### config.mk
export PLATFORM = sky130hd
export DESIGN_NAME = alu_mc
export DESIGN_NICKNAME = d
export VERILOG_FILES = /design/src/rtl/alu_pkg.sv /design/src/rtl/mdu_iter.sv /design/src/rtl/alu_mc.sv
export SDC_FILE = /design/constraint.sdc
export NUM_CORES = 1
export LEC_CHECK = 0
export ABC_AREA = 0
export CAP_MARGIN = 5
export CELL_PAD_IN_SITES_DETAIL_PLACEMENT = 2
export CELL_PAD_IN_SITES_GLOBAL_PLACEMENT = 2
export CORE_ASPECT_RATIO = 1.5
export CORE_UTILIZATION = 39
export CTS_BUF_LIST = sky130_fd_sc_hd__clkbuf_8 sky130_fd_sc_hd__clkbuf_16
export DETAILED_ROUTE_END_ITERATION = 6
export GPL_ROUTABILITY_DRIVEN = 1
export PLACE_DENSITY = 0.93
export SYNTH_ARGS = -nofsm -noshare
export SYNTH_HDL_FRONTEND = slang
export SYNTH_HIERARCHICAL = 1
export SYNTH_SLANG_ARGS = --single-unit
export TNS_END_PERCENT = 50
### constraint.sdc
create_clock -name clk -period 12.5 [get_ports clk]
set_clock_uncertainty 0.2 [all_clocks]
set_input_delay 3.75 -clock clk [delete_from_list [all_inputs] [get_ports clk]]
set_output_delay 3.75 -clock clk [all_outputs]
set_load 0.01 [all_outputs]
### src/rtl/alu_pkg.sv
// Shared definitions for the multi-cycle ALU.
// Opcode encodings, FSM states and the iterative-op classifier.
package alu_pkg;

    localparam logic [3:0] OP_AND   = 4'b0000;
    localparam logic [3:0] OP_OR    = 4'b0001;
    localparam logic [3:0] OP_ADD   = 4'b0010;
    localparam logic [3:0] OP_XOR   = 4'b0011;
    localparam logic [3:0] OP_SLL   = 4'b0100;
    localparam logic [3:0] OP_SRL   = 4'b0101;
    localparam logic [3:0] OP_SUB   = 4'b0110;
    localparam logic [3:0] OP_SLT   = 4'b0111;
    localparam logic [3:0] OP_MUL   = 4'b1000;
    localparam logic [3:0] OP_MULHU = 4'b1001;
    localparam logic [3:0] OP_DIVU  = 4'b1010;
    localparam logic [3:0] OP_REMU  = 4'b1011;
    localparam logic [3:0] OP_NOR   = 4'b1100;
    localparam logic [3:0] OP_SRA   = 4'b1101;
    localparam logic [3:0] OP_SLTU  = 4'b1110;
    localparam logic [3:0] OP_EQ    = 4'b1111;

    typedef enum logic [1:0] {
        IDLE,
        BUSY,
        DONE
    } state_t;

    function automatic logic is_iter(input logic [3:0] sel);
        return (sel == OP_MUL) || (sel == OP_MULHU) ||
               (sel == OP_DIVU) || (sel == OP_REMU);
    endfunction

endpackage

### src/rtl/mdu_iter.sv
// Shared iterative unsigned multiply / restoring divide datapath.
// Ports: clk_i, reset_i (sync, active high), start_i pulse loads a_i/b_i
// and op_i; done_o pulses on the final step with lo_o/hi_o holding the
// post-step values (mul: product low/high; div: quotient/remainder).
module mdu_iter
    import alu_pkg::*;
#(
    parameter int WIDTH = 32,
    parameter int SHW   = $clog2(WIDTH)
) (
    input  logic             clk_i,
    input  logic             reset_i,
    input  logic             start_i,
    input  logic [3:0]       op_i,
    input  logic [WIDTH-1:0] a_i,
    input  logic [WIDTH-1:0] b_i,
    output logic             done_o,
    output logic [WIDTH-1:0] lo_o,
    output logic [WIDTH-1:0] hi_o
);

    localparam int CW = SHW + 1;

    logic [WIDTH-1:0] hi_q, hi_d;
    logic [WIDTH-1:0] lo_q, lo_d;
    logic [WIDTH-1:0] b_q, b_d;
    logic [CW-1:0]    cnt_q, cnt_d;
    logic             busy_q, busy_d;
    logic             div_q, div_d;

    logic [WIDTH:0]   sum;
    logic [WIDTH:0]   rem_sh;
    logic [WIDTH-1:0] diff;
    logic             last;

    always_comb begin
        sum    = {1'b0, hi_q} + {1'b0, b_q};
        // Remainder shifted left with the next dividend bit from lo.
        rem_sh = {hi_q, lo_q[WIDTH-1]};
        diff   = rem_sh[WIDTH-1:0] - b_q;
        last   = busy_q && (cnt_q == CW'(WIDTH - 1));

        hi_d   = hi_q;
        lo_d   = lo_q;
        b_d    = b_q;
        cnt_d  = cnt_q;
        busy_d = busy_q;
        div_d  = div_q;

        if (start_i) begin
            hi_d   = '0;
            lo_d   = a_i;
            b_d    = b_i;
            cnt_d  = '0;
            busy_d = 1'b1;
            div_d  = (op_i == OP_DIVU) || (op_i == OP_REMU);
        end else if (busy_q) begin
            if (div_q) begin
                // A zero divisor never fails the compare, giving an
                // all-ones quotient and the dividend as remainder.
                if (rem_sh >= {1'b0, b_q}) begin
                    hi_d = diff;
                    lo_d = {lo_q[WIDTH-2:0], 1'b1};
                end else begin
                    hi_d = rem_sh[WIDTH-1:0];
                    lo_d = {lo_q[WIDTH-2:0], 1'b0};
                end
            end else if (lo_q[0]) begin
                {hi_d, lo_d} = {sum, lo_q[WIDTH-1:1]};
            end else begin
                {hi_d, lo_d} = {1'b0, hi_q, lo_q[WIDTH-1:1]};
            end
            cnt_d  = last ? '0 : cnt_q + 1'b1;
            busy_d = !last;
        end
    end

    always_ff @(posedge clk_i) begin
        if (reset_i) begin
            hi_q   <= '0;
            lo_q   <= '0;
            b_q    <= '0;
            cnt_q  <= '0;
            busy_q <= 1'b0;
            div_q  <= 1'b0;
        end else begin
            hi_q   <= hi_d;
            lo_q   <= lo_d;
            b_q    <= b_d;
            cnt_q  <= cnt_d;
            busy_q <= busy_d;
            div_q  <= div_d;
        end
    end

    assign done_o = last;
    assign lo_o   = lo_d;
    assign hi_o   = hi_d;

endmodule

### src/rtl/alu_mc.sv
// Multi-cycle ALU with registered result behind a valid/ready handshake.
// Ports: clk, reset (sync, active high); in_valid/in_ready request side
// with A_in, B_in, ALU_Sel; out_valid/out_ready result side with
// ALU_Out, Zero, Carry_Out, Overflow.
module alu_mc
    import alu_pkg::*;
#(
    parameter int WIDTH = 32,
    parameter int SHW   = $clog2(WIDTH)
) (
    input  logic             clk,
    input  logic             reset,
    input  logic             in_valid,
    output logic             in_ready,
    input  logic [WIDTH-1:0] A_in,
    input  logic [WIDTH-1:0] B_in,
    input  logic [3:0]       ALU_Sel,
    output logic             out_valid,
    input  logic             out_ready,
    output logic [WIDTH-1:0] ALU_Out,
    output logic             Zero,
    output logic             Carry_Out,
    output logic             Overflow
);

    state_t           state_q, state_d;
    logic [3:0]       sel_q, sel_d;
    logic [WIDTH-1:0] out_q, out_d;
    logic             c_q, c_d;
    logic             v_q, v_d;

    logic [WIDTH-1:0] res;
    logic             res_c;
    logic             res_v;
    logic [WIDTH:0]   add_s;
    logic [WIDTH:0]   sub_s;
    logic [SHW-1:0]   shamt;

    logic             mdu_start;
    logic             mdu_done;
    logic [WIDTH-1:0] mdu_lo;
    logic [WIDTH-1:0] mdu_hi;

    mdu_iter #(
        .WIDTH(WIDTH),
        .SHW  (SHW)
    ) u_mdu (
        .clk_i  (clk),
        .reset_i(reset),
        .start_i(mdu_start),
        .op_i   (ALU_Sel),
        .a_i    (A_in),
        .b_i    (B_in),
        .done_o (mdu_done),
        .lo_o   (mdu_lo),
        .hi_o   (mdu_hi)
    );

    always_comb begin
        add_s = {1'b0, A_in} + {1'b0, B_in};
        sub_s = {1'b0, A_in} - {1'b0, B_in};
        shamt = B_in[SHW-1:0];
        res   = '0;
        res_c = 1'b0;
        res_v = 1'b0;
        unique case (ALU_Sel)
            OP_AND: res = A_in & B_in;
            OP_OR:  res = A_in | B_in;
            OP_ADD: begin
                res   = add_s[WIDTH-1:0];
                res_c = add_s[WIDTH];
                res_v = (A_in[WIDTH-1] == B_in[WIDTH-1]) &&
                        (add_s[WIDTH-1] != A_in[WIDTH-1]);
            end
            OP_XOR: res = A_in ^ B_in;
            OP_SLL: res = A_in << shamt;
            OP_SRL: res = A_in >> shamt;
            OP_SUB: begin
                res   = sub_s[WIDTH-1:0];
                res_c = sub_s[WIDTH];
                res_v = (A_in[WIDTH-1] != B_in[WIDTH-1]) &&
                        (sub_s[WIDTH-1] != A_in[WIDTH-1]);
            end
            OP_SLT:
                res = {{(WIDTH-1){1'b0}}, $signed(A_in) < $signed(B_in)};
            OP_MUL, OP_MULHU, OP_DIVU, OP_REMU: res = '0;
            OP_NOR: res = ~(A_in | B_in);
            OP_SRA: res = $unsigned($signed(A_in) >>> shamt);
            OP_SLTU: res = {{(WIDTH-1){1'b0}}, A_in < B_in};
            OP_EQ:   res = {{(WIDTH-1){1'b0}}, A_in == B_in};
        endcase
    end

    always_comb begin
        state_d   = state_q;
        sel_d     = sel_q;
        out_d     = out_q;
        c_d       = c_q;
        v_d       = v_q;
        mdu_start = 1'b0;
        unique case (state_q)
            IDLE: begin
                if (in_valid) begin
                    sel_d = ALU_Sel;
                    if (is_iter(ALU_Sel)) begin
                        mdu_start = 1'b1;
                        state_d   = BUSY;
                    end else begin
                        out_d   = res;
                        c_d     = res_c;
                        v_d     = res_v;
                        state_d = DONE;
                    end
                end
            end
            BUSY: begin
                if (mdu_done) begin
                    out_d   = ((sel_q == OP_MULHU) || (sel_q == OP_REMU)) ?
                              mdu_hi : mdu_lo;
                    c_d     = 1'b0;
                    v_d     = 1'b0;
                    state_d = DONE;
                end
            end
            DONE: begin
                if (out_ready) state_d = IDLE;
            end
            default: state_d = IDLE;
        endcase
    end

    always_ff @(posedge clk) begin
        if (reset) begin
            state_q <= IDLE;
            sel_q   <= '0;
            out_q   <= '0;
            c_q     <= 1'b0;
            v_q     <= 1'b0;
        end else begin
            state_q <= state_d;
            sel_q   <= sel_d;
            out_q   <= out_d;
            c_q     <= c_d;
            v_q     <= v_d;
        end
    end

    assign in_ready  = (state_q == IDLE);
    assign out_valid = (state_q == DONE);
    assign ALU_Out   = out_q;
    assign Zero      = (out_q == '0);
    assign Carry_Out = c_q;
    assign Overflow  = v_q;

endmodule

# Word-level counts from Yosys, hierarchy flattened
# Cells that the tools add are included.
[classes]
n_addsub = 5
magnitude_cmp = 3
n_eq_ne = 29
n_shift = 3
n_mux = 36
n_bitwise = 4
n_reduce_logical = 18
[ops]
columns = ["op", "n"]
rows = [
  ["$mux 32", 13],
  ["$pmux 32 s13", 1],
  ["$add 32x32->33", 2],
  ["$lt 32x32->1", 2],
  ["$pmux 32 s2", 1],
  ["$eq 4x4->1 const B", 10],
  ["$ge 33x32->1", 1],
  ["$sub 32x32->33", 1],
  ["$and 32x32->32", 1],
  ["$eq 32x32->1", 1],
  ["$logic_not 32->1", 1],
  ["$not 32->32", 1],
  ["$or 32x32->32", 1],
  ["$shl 32x5->32", 1],
  ["$shr 32x5->32", 1],
  ["$sshr 32x5->32", 1],
  ["$sub 32x32->32", 1],
  ["$xor 32x32->32", 1],
  ["$eq 4x3->1 const B", 4],
  ["$mux 1", 11],
  ["$eq 4x2->1 const B", 2],
  ["$mux 2", 4],
  ["$pmux 1 s2", 4],
  ["$add 6x1->6 const B", 1],
  ["21 further kinds", 31],
]
[totals]
reg_bits = 144
in_bits = 72
out_inout_bits = 37
word_cells = 109

# Longest topological paths before layout
[logic_depth]
ltp_word = 11
ltp_mapped = 22

# Hierarchy
# Netlist, hierarchy kept.
[modules_own_cells]
columns = ["mod", "instances", "cells_each", "area_each_um2", "seq_area_each_um2"]
rows = [
  ["alu_mc", 1, 1680, 11389.7, 780.7],
  ["mdu_iter", 1, 1283, 9325.2, 2082.0],
]

# Worst setup path after synthesis
# No wires, ideal clock.
[synth_path]
path_type = "input -> register"
start = "in B_in[3]"
end = "reg out_q[22] (netlist: ALU_Out[22])"
setup_ns = 0.114
arrival_time_ns = 7.219
slack_ns = 4.967
stages = 15
n_path_buf = 4
cell_sequence = "clkbuf_1 > inv_1 > clkbuf_1 > clkbuf_1 > buf_1 > ha_1 > nand3_1 > nor2_1 > or3_4 > a221o_1 > a211o_2 > a21oi_1 > xnor2_1 > a221oi_2 > a2111oi_0"
[synth_via]
elab_chain_len = 5
[synth_lines]
columns = ["element", "line_no", "source"]
rows = [
  ["from (decl)", "alu_mc.sv:16", "input logic [WIDTH-1:0] B_in,"],
  ["$sub 32x32->33, or another cell as far along", "alu_mc.sv:61", "sub_s = {1'b0, A_in} - {1'b0, B_in};"],
  ["$pmux 32 s13 (*)", "alu_mc.sv:66", "unique case (ALU_Sel)"],
  ["$mux 32 (*)", "alu_mc.sv:105", "if (is_iter(ALU_Sel)) begin"],
  ["$mux 32 (*)", "alu_mc.sv:103", "if (in_valid) begin"],
  ["$pmux 32 s2 (*)", "alu_mc.sv:101", "unique case (state_q)"],
  ["to (signal assigned)", "alu_mc.sv:142", "out_q <= out_d;"],
  ["to (decl)", "alu_mc.sv:28", "logic [WIDTH-1:0] out_q, out_d;"],
]
# Mark *: on every way between the ends. The rest lies on a longest branch, timed or not. The select of a mux whose other input is x is not followed.
# A chain may end at the register's enable or synchronous reset.

# Final worst setup path
[layout_path]
start = "in B_in[0]"
end = "reg out_q[11] (netlist: ALU_Out[11])"
# The elaborated chain is that of the path after synthesis.

==> impl_metrics.py <==
metrics = {
    "outcome": {
        "status": "complete, but fails checks",
        "violated_checks": "design-rule violations",
    },
    "setup_path": {
        "critical_path.endpoint_type": "flip-flop",
        "r2r.worst_path.cells": 16,
        "path_class": "primary input to flip-flop",
        "critical_path.max_fanout": 62,
        "critical_path.reg2reg.startpoint": "u_mdu/b_q[8]$_SDFFE_PP0P_",
        "arrival_ns": 8.43,
        "startpoint_type": "primary input",
        "r2r-end": "ALU_Out[11]$_SDFFE_PP0P_",
        "r2r_setup_slack_ns": 5.90,
        "worstPathRequired_ns": 12.62,
    },
    "cells_and_area": {
        "nNetsFinal": 3171,
        "utilization_after_layout": 0.434,
        "area_delta_synth_final_pct": 10.1,
        "layout.filler_cells": 6212,
        "drive_gt1_frac": 0.0717,
        "layout.cells.non_filler": 3628,
    },
    "clock_tree": {
        "cts_num_sinks": 143,
        "cts_root_buf": "clkbuf_16",
        "worst_skew_pair.late_latency_ns": 0.50,
        "post_cts.repair.setup_buffers": 0,
        "cts_resized": 0,
        "numCtsBuffers": 17,
        "worst_path_clk_slew_ns": 0.08,
        "tritoncts": "done",
        "ctsHtreeMaxLevel": 4,
        "cts.hold.buffers_added": 0,
        "cts.path.max_buffers": 2,
    },
    "sta": {
        "timing.slew.headroom": 0.0906,
        "final_min_period_over_clock_period": 0.665,
        "totalNegativeSetupSlack_ns": 0,
        "rsz_0062_raised_after_global_routing": "no",
        "max_clock_freq_ghz": 0.120,
        "final.setup.worst_slack_ns": 4.19,
        "maxSlewViolCount": 0,
        "hold_violations": 0,
        "fin_crit_ns": 8.31,
        "fin_hold_ws_ns": 0.285,
        "worst_margin_slew_ns": 1.36,
        "timing.final.setup_violations": 0,
    },
    "logic_synthesis": {
        "number_of_synthesis_warnings": 6,
        "synth_enable_flop_cells": 0,
        "cell_taking_the_most_area_after_synthesis": "dfxtp_1",
        "synth_cells": 2963,
        "synth.top_cells.by_area": "dfxtp_1 (14%), ha_1 (10%), nor2_1 (6.8%)",
        "netlist_top_cells_count": "nor2_1 (373), nand2_1 (291), a21oi_1 (256), o21ai_0 (256), ha_1 (166)",
        "syn-num-nets": 3205,
        "top_cell_type_s_share_of_synthesized_area": 0.138,
        "synth_seq_area_share": 0.138,
        "netlist_area_mm2": 0.0207,
        "synth_cell_types": 96,
        "synth_most_common_cell": "nor2_1",
        "avgSynthCellArea_um2": 6.99,
        "async_flop_share": 0,
        "ys_seq_elements": 143,
        "synth-main-ff-cell": "dfxtp_1",
    },
    "placed_design": {
        "hpwlAfterDp_um": 99400,
        "pre_cts_ws_ns": 3.87,
        "buffer_ports.inserted": 108,
        "finalWeightedCongestion": 1.06,
        "dp.cells": 3591,
    },
    "power": {
        "power.internal_mw": 1.11,
        "ir_drop_mv": 0.113,
        "switch_pwr_mw": 1.11,
        "sequentialPowerShare": 0.238,
        "clock_network_power_share": 0.253,
        "power.combinational.fraction": 0.509,
        "netSwitchingFraction": 0.500,
        "cellPowerDensity_mw_per_mm2": 97.3,
        "leakage_nw": 8.93,
    },
    "die": {
        "core_mm2": 0.0526,
        "die_w_um": 190,
        "ioPinCount": 109,
        "die_area_mm2": 0.0541,
        "floorplan.initialDensity": 0.394,
        "placement_rows": 103,
        "dieHeight_um": 284,
    },
    "drt": {
        "drt_first_iter_violations": 2427,
        "post_drt_wl_per_cell_um": 36.0,
        "drc": 4,
        "totalWireLength_um": 131000,
        "drt_pass1_iterations": 7,
        "via_per_inst": 7.19,
        "postRouteAntennaNets": 0,
        "vias": 26100,
    },
    "flow_run": {
        "max-cap-violations": 0,
    },
    "global_routing": {
        "global_route_wire_length_before_repair_um": 188000,
        "initial_antenna_violation_count": 5,
        "grt.total_usage": 0.475,
        "grt_start_max_net_pins": 65,
        "grt_pass1_vias": 28000,
        "globalRouteOverflowTotal": 0,
    },
    "min_path": {
        "holdCritStartpoint": "sel_q[0]$_SDFFE_PP0P_",
        "timing.hold.worst_path_depth": 2,
        "worst_hold_path_type": "flip-flop to flip-flop",
        "timing.hold.worst_endpoint": "sel_q[0]$_SDFFE_PP0P_",
    },
}
## cell families (layout without fill, tap and decap cells)
family	count (synthesis)	count (layout)	share of synthesized area
simple gates	1030	1030	0.227
compound gates	988	988	0.314
buf+inv	369	348	0.0704
mux	206	206	0.122
fa+ha+maj	170	170	0.104
flops	143	143	0.138
xor+xnor	57	57	0.0241
other cells	0	4	0
## worst max path at each step
stage | from | endpoint | slack [ns] | cells past startpoint
2_1_floorplan | B_in[3] | ALU_Out[22]$_SDFFE_PP0P_ | 4.97 | 15
3_3_place_gp | B_in[4] | ALU_Out[29]$_SDFFE_PP0P_ | 3.83 | 13
3_5_place_dp | B_in[4] | ALU_Out[25]$_SDFFE_PP0P_ | 3.87 | 13
6_report | B_in[0] | ALU_Out[11]$_SDFFE_PP0P_ | 4.19 | 8
4_1_cts | B_in[4] | ALU_Out[25]$_SDFFE_PP0P_ | 4.38 | 13
5_1_grt | B_in[4] | ALU_Out[25]$_SDFFE_PP0P_ | 4.26 | 13
## routing by layer
| metal | GRT usage | part of all wire |
|---|---|---|
| met5 | 0 | 0.00024 |
| met4 | 0.392 | 0.093 |
| met3 | 0.0780 | 0.071 |
| met2 | 0.797 | 0.47 |
| met1 | 0.522 | 0.36 |
## worst max-delay path: stages
cell and delay (ns):
buf_4 0.38, buf_4 0.81, mux2i_1 0.61, a211oi_1 0.17, nor2_1 1.03, o21ai_0 0.50
a221oi_1 0.94, a211oi_1 0.18
## power by group through the flow
stage / Clock (mW) / Combinational, mW / Sequential, mW
2_1_floorplan: 0 / 0.654 / 0.517
3_3_place_gp: 0 / 1.01 / 0.531
3_5_place_dp: 0 / 1.06 / 0.534
4_1_cts: 0.562 / 1.08 / 0.525
5_1_grt: 0.574 / 1.16 / 0.529
6_report: 0.560 / 1.13 / 0.528
## through the flow
step                power [mW]  cell area [um2]
detailed placement        1.60            22200
global placement          1.54            22200
CTS                       2.16            22800
finish                    2.22            22800
global route              2.26            22800
floorplan                 1.17            20700
## layout by cell type (no fill, tap or decap), types with 52 or more instances in the layout
cell type and instances:
nor2_1 371, ha_1 166, a211oi_1 60, mux2i_1 139, nand3_1 52, o21ai_0 256
inv_1 153, o211ai_1 52, dfxtp_1 140, nand2_1 291, a21oi_1 255, clkdlybuf4s50_1 103
buf_4 53, nor2b_1 55, nor3_1 77
## flip-flops by register name, indices dropped and copies added, names as in the netlist
name	flops
ALU_Out	32
u_mdu/b_q	32
u_mdu/hi_q	32
u_mdu/lo_q	32
u_mdu/cnt_q	6
sel_q	3
state_q	2
Carry_Out	1
Overflow	1
u_mdu/busy_q	1
u_mdu/div_q	1
## area by class of cell
class	instances	area [um2]	area share
diodes	4	10.0	0.000439
well taps	682	853	0.0374
inverters	156	586	0.0257
multi-input cells	2451	16500	0.722
clock buffers	17	425	0.0187
clock inverters	15	145	0.00637
repair buffers	160	1450	0.0636
flip-flops and latches	143	2870	0.126
Power figures use the tool's default switching activity.
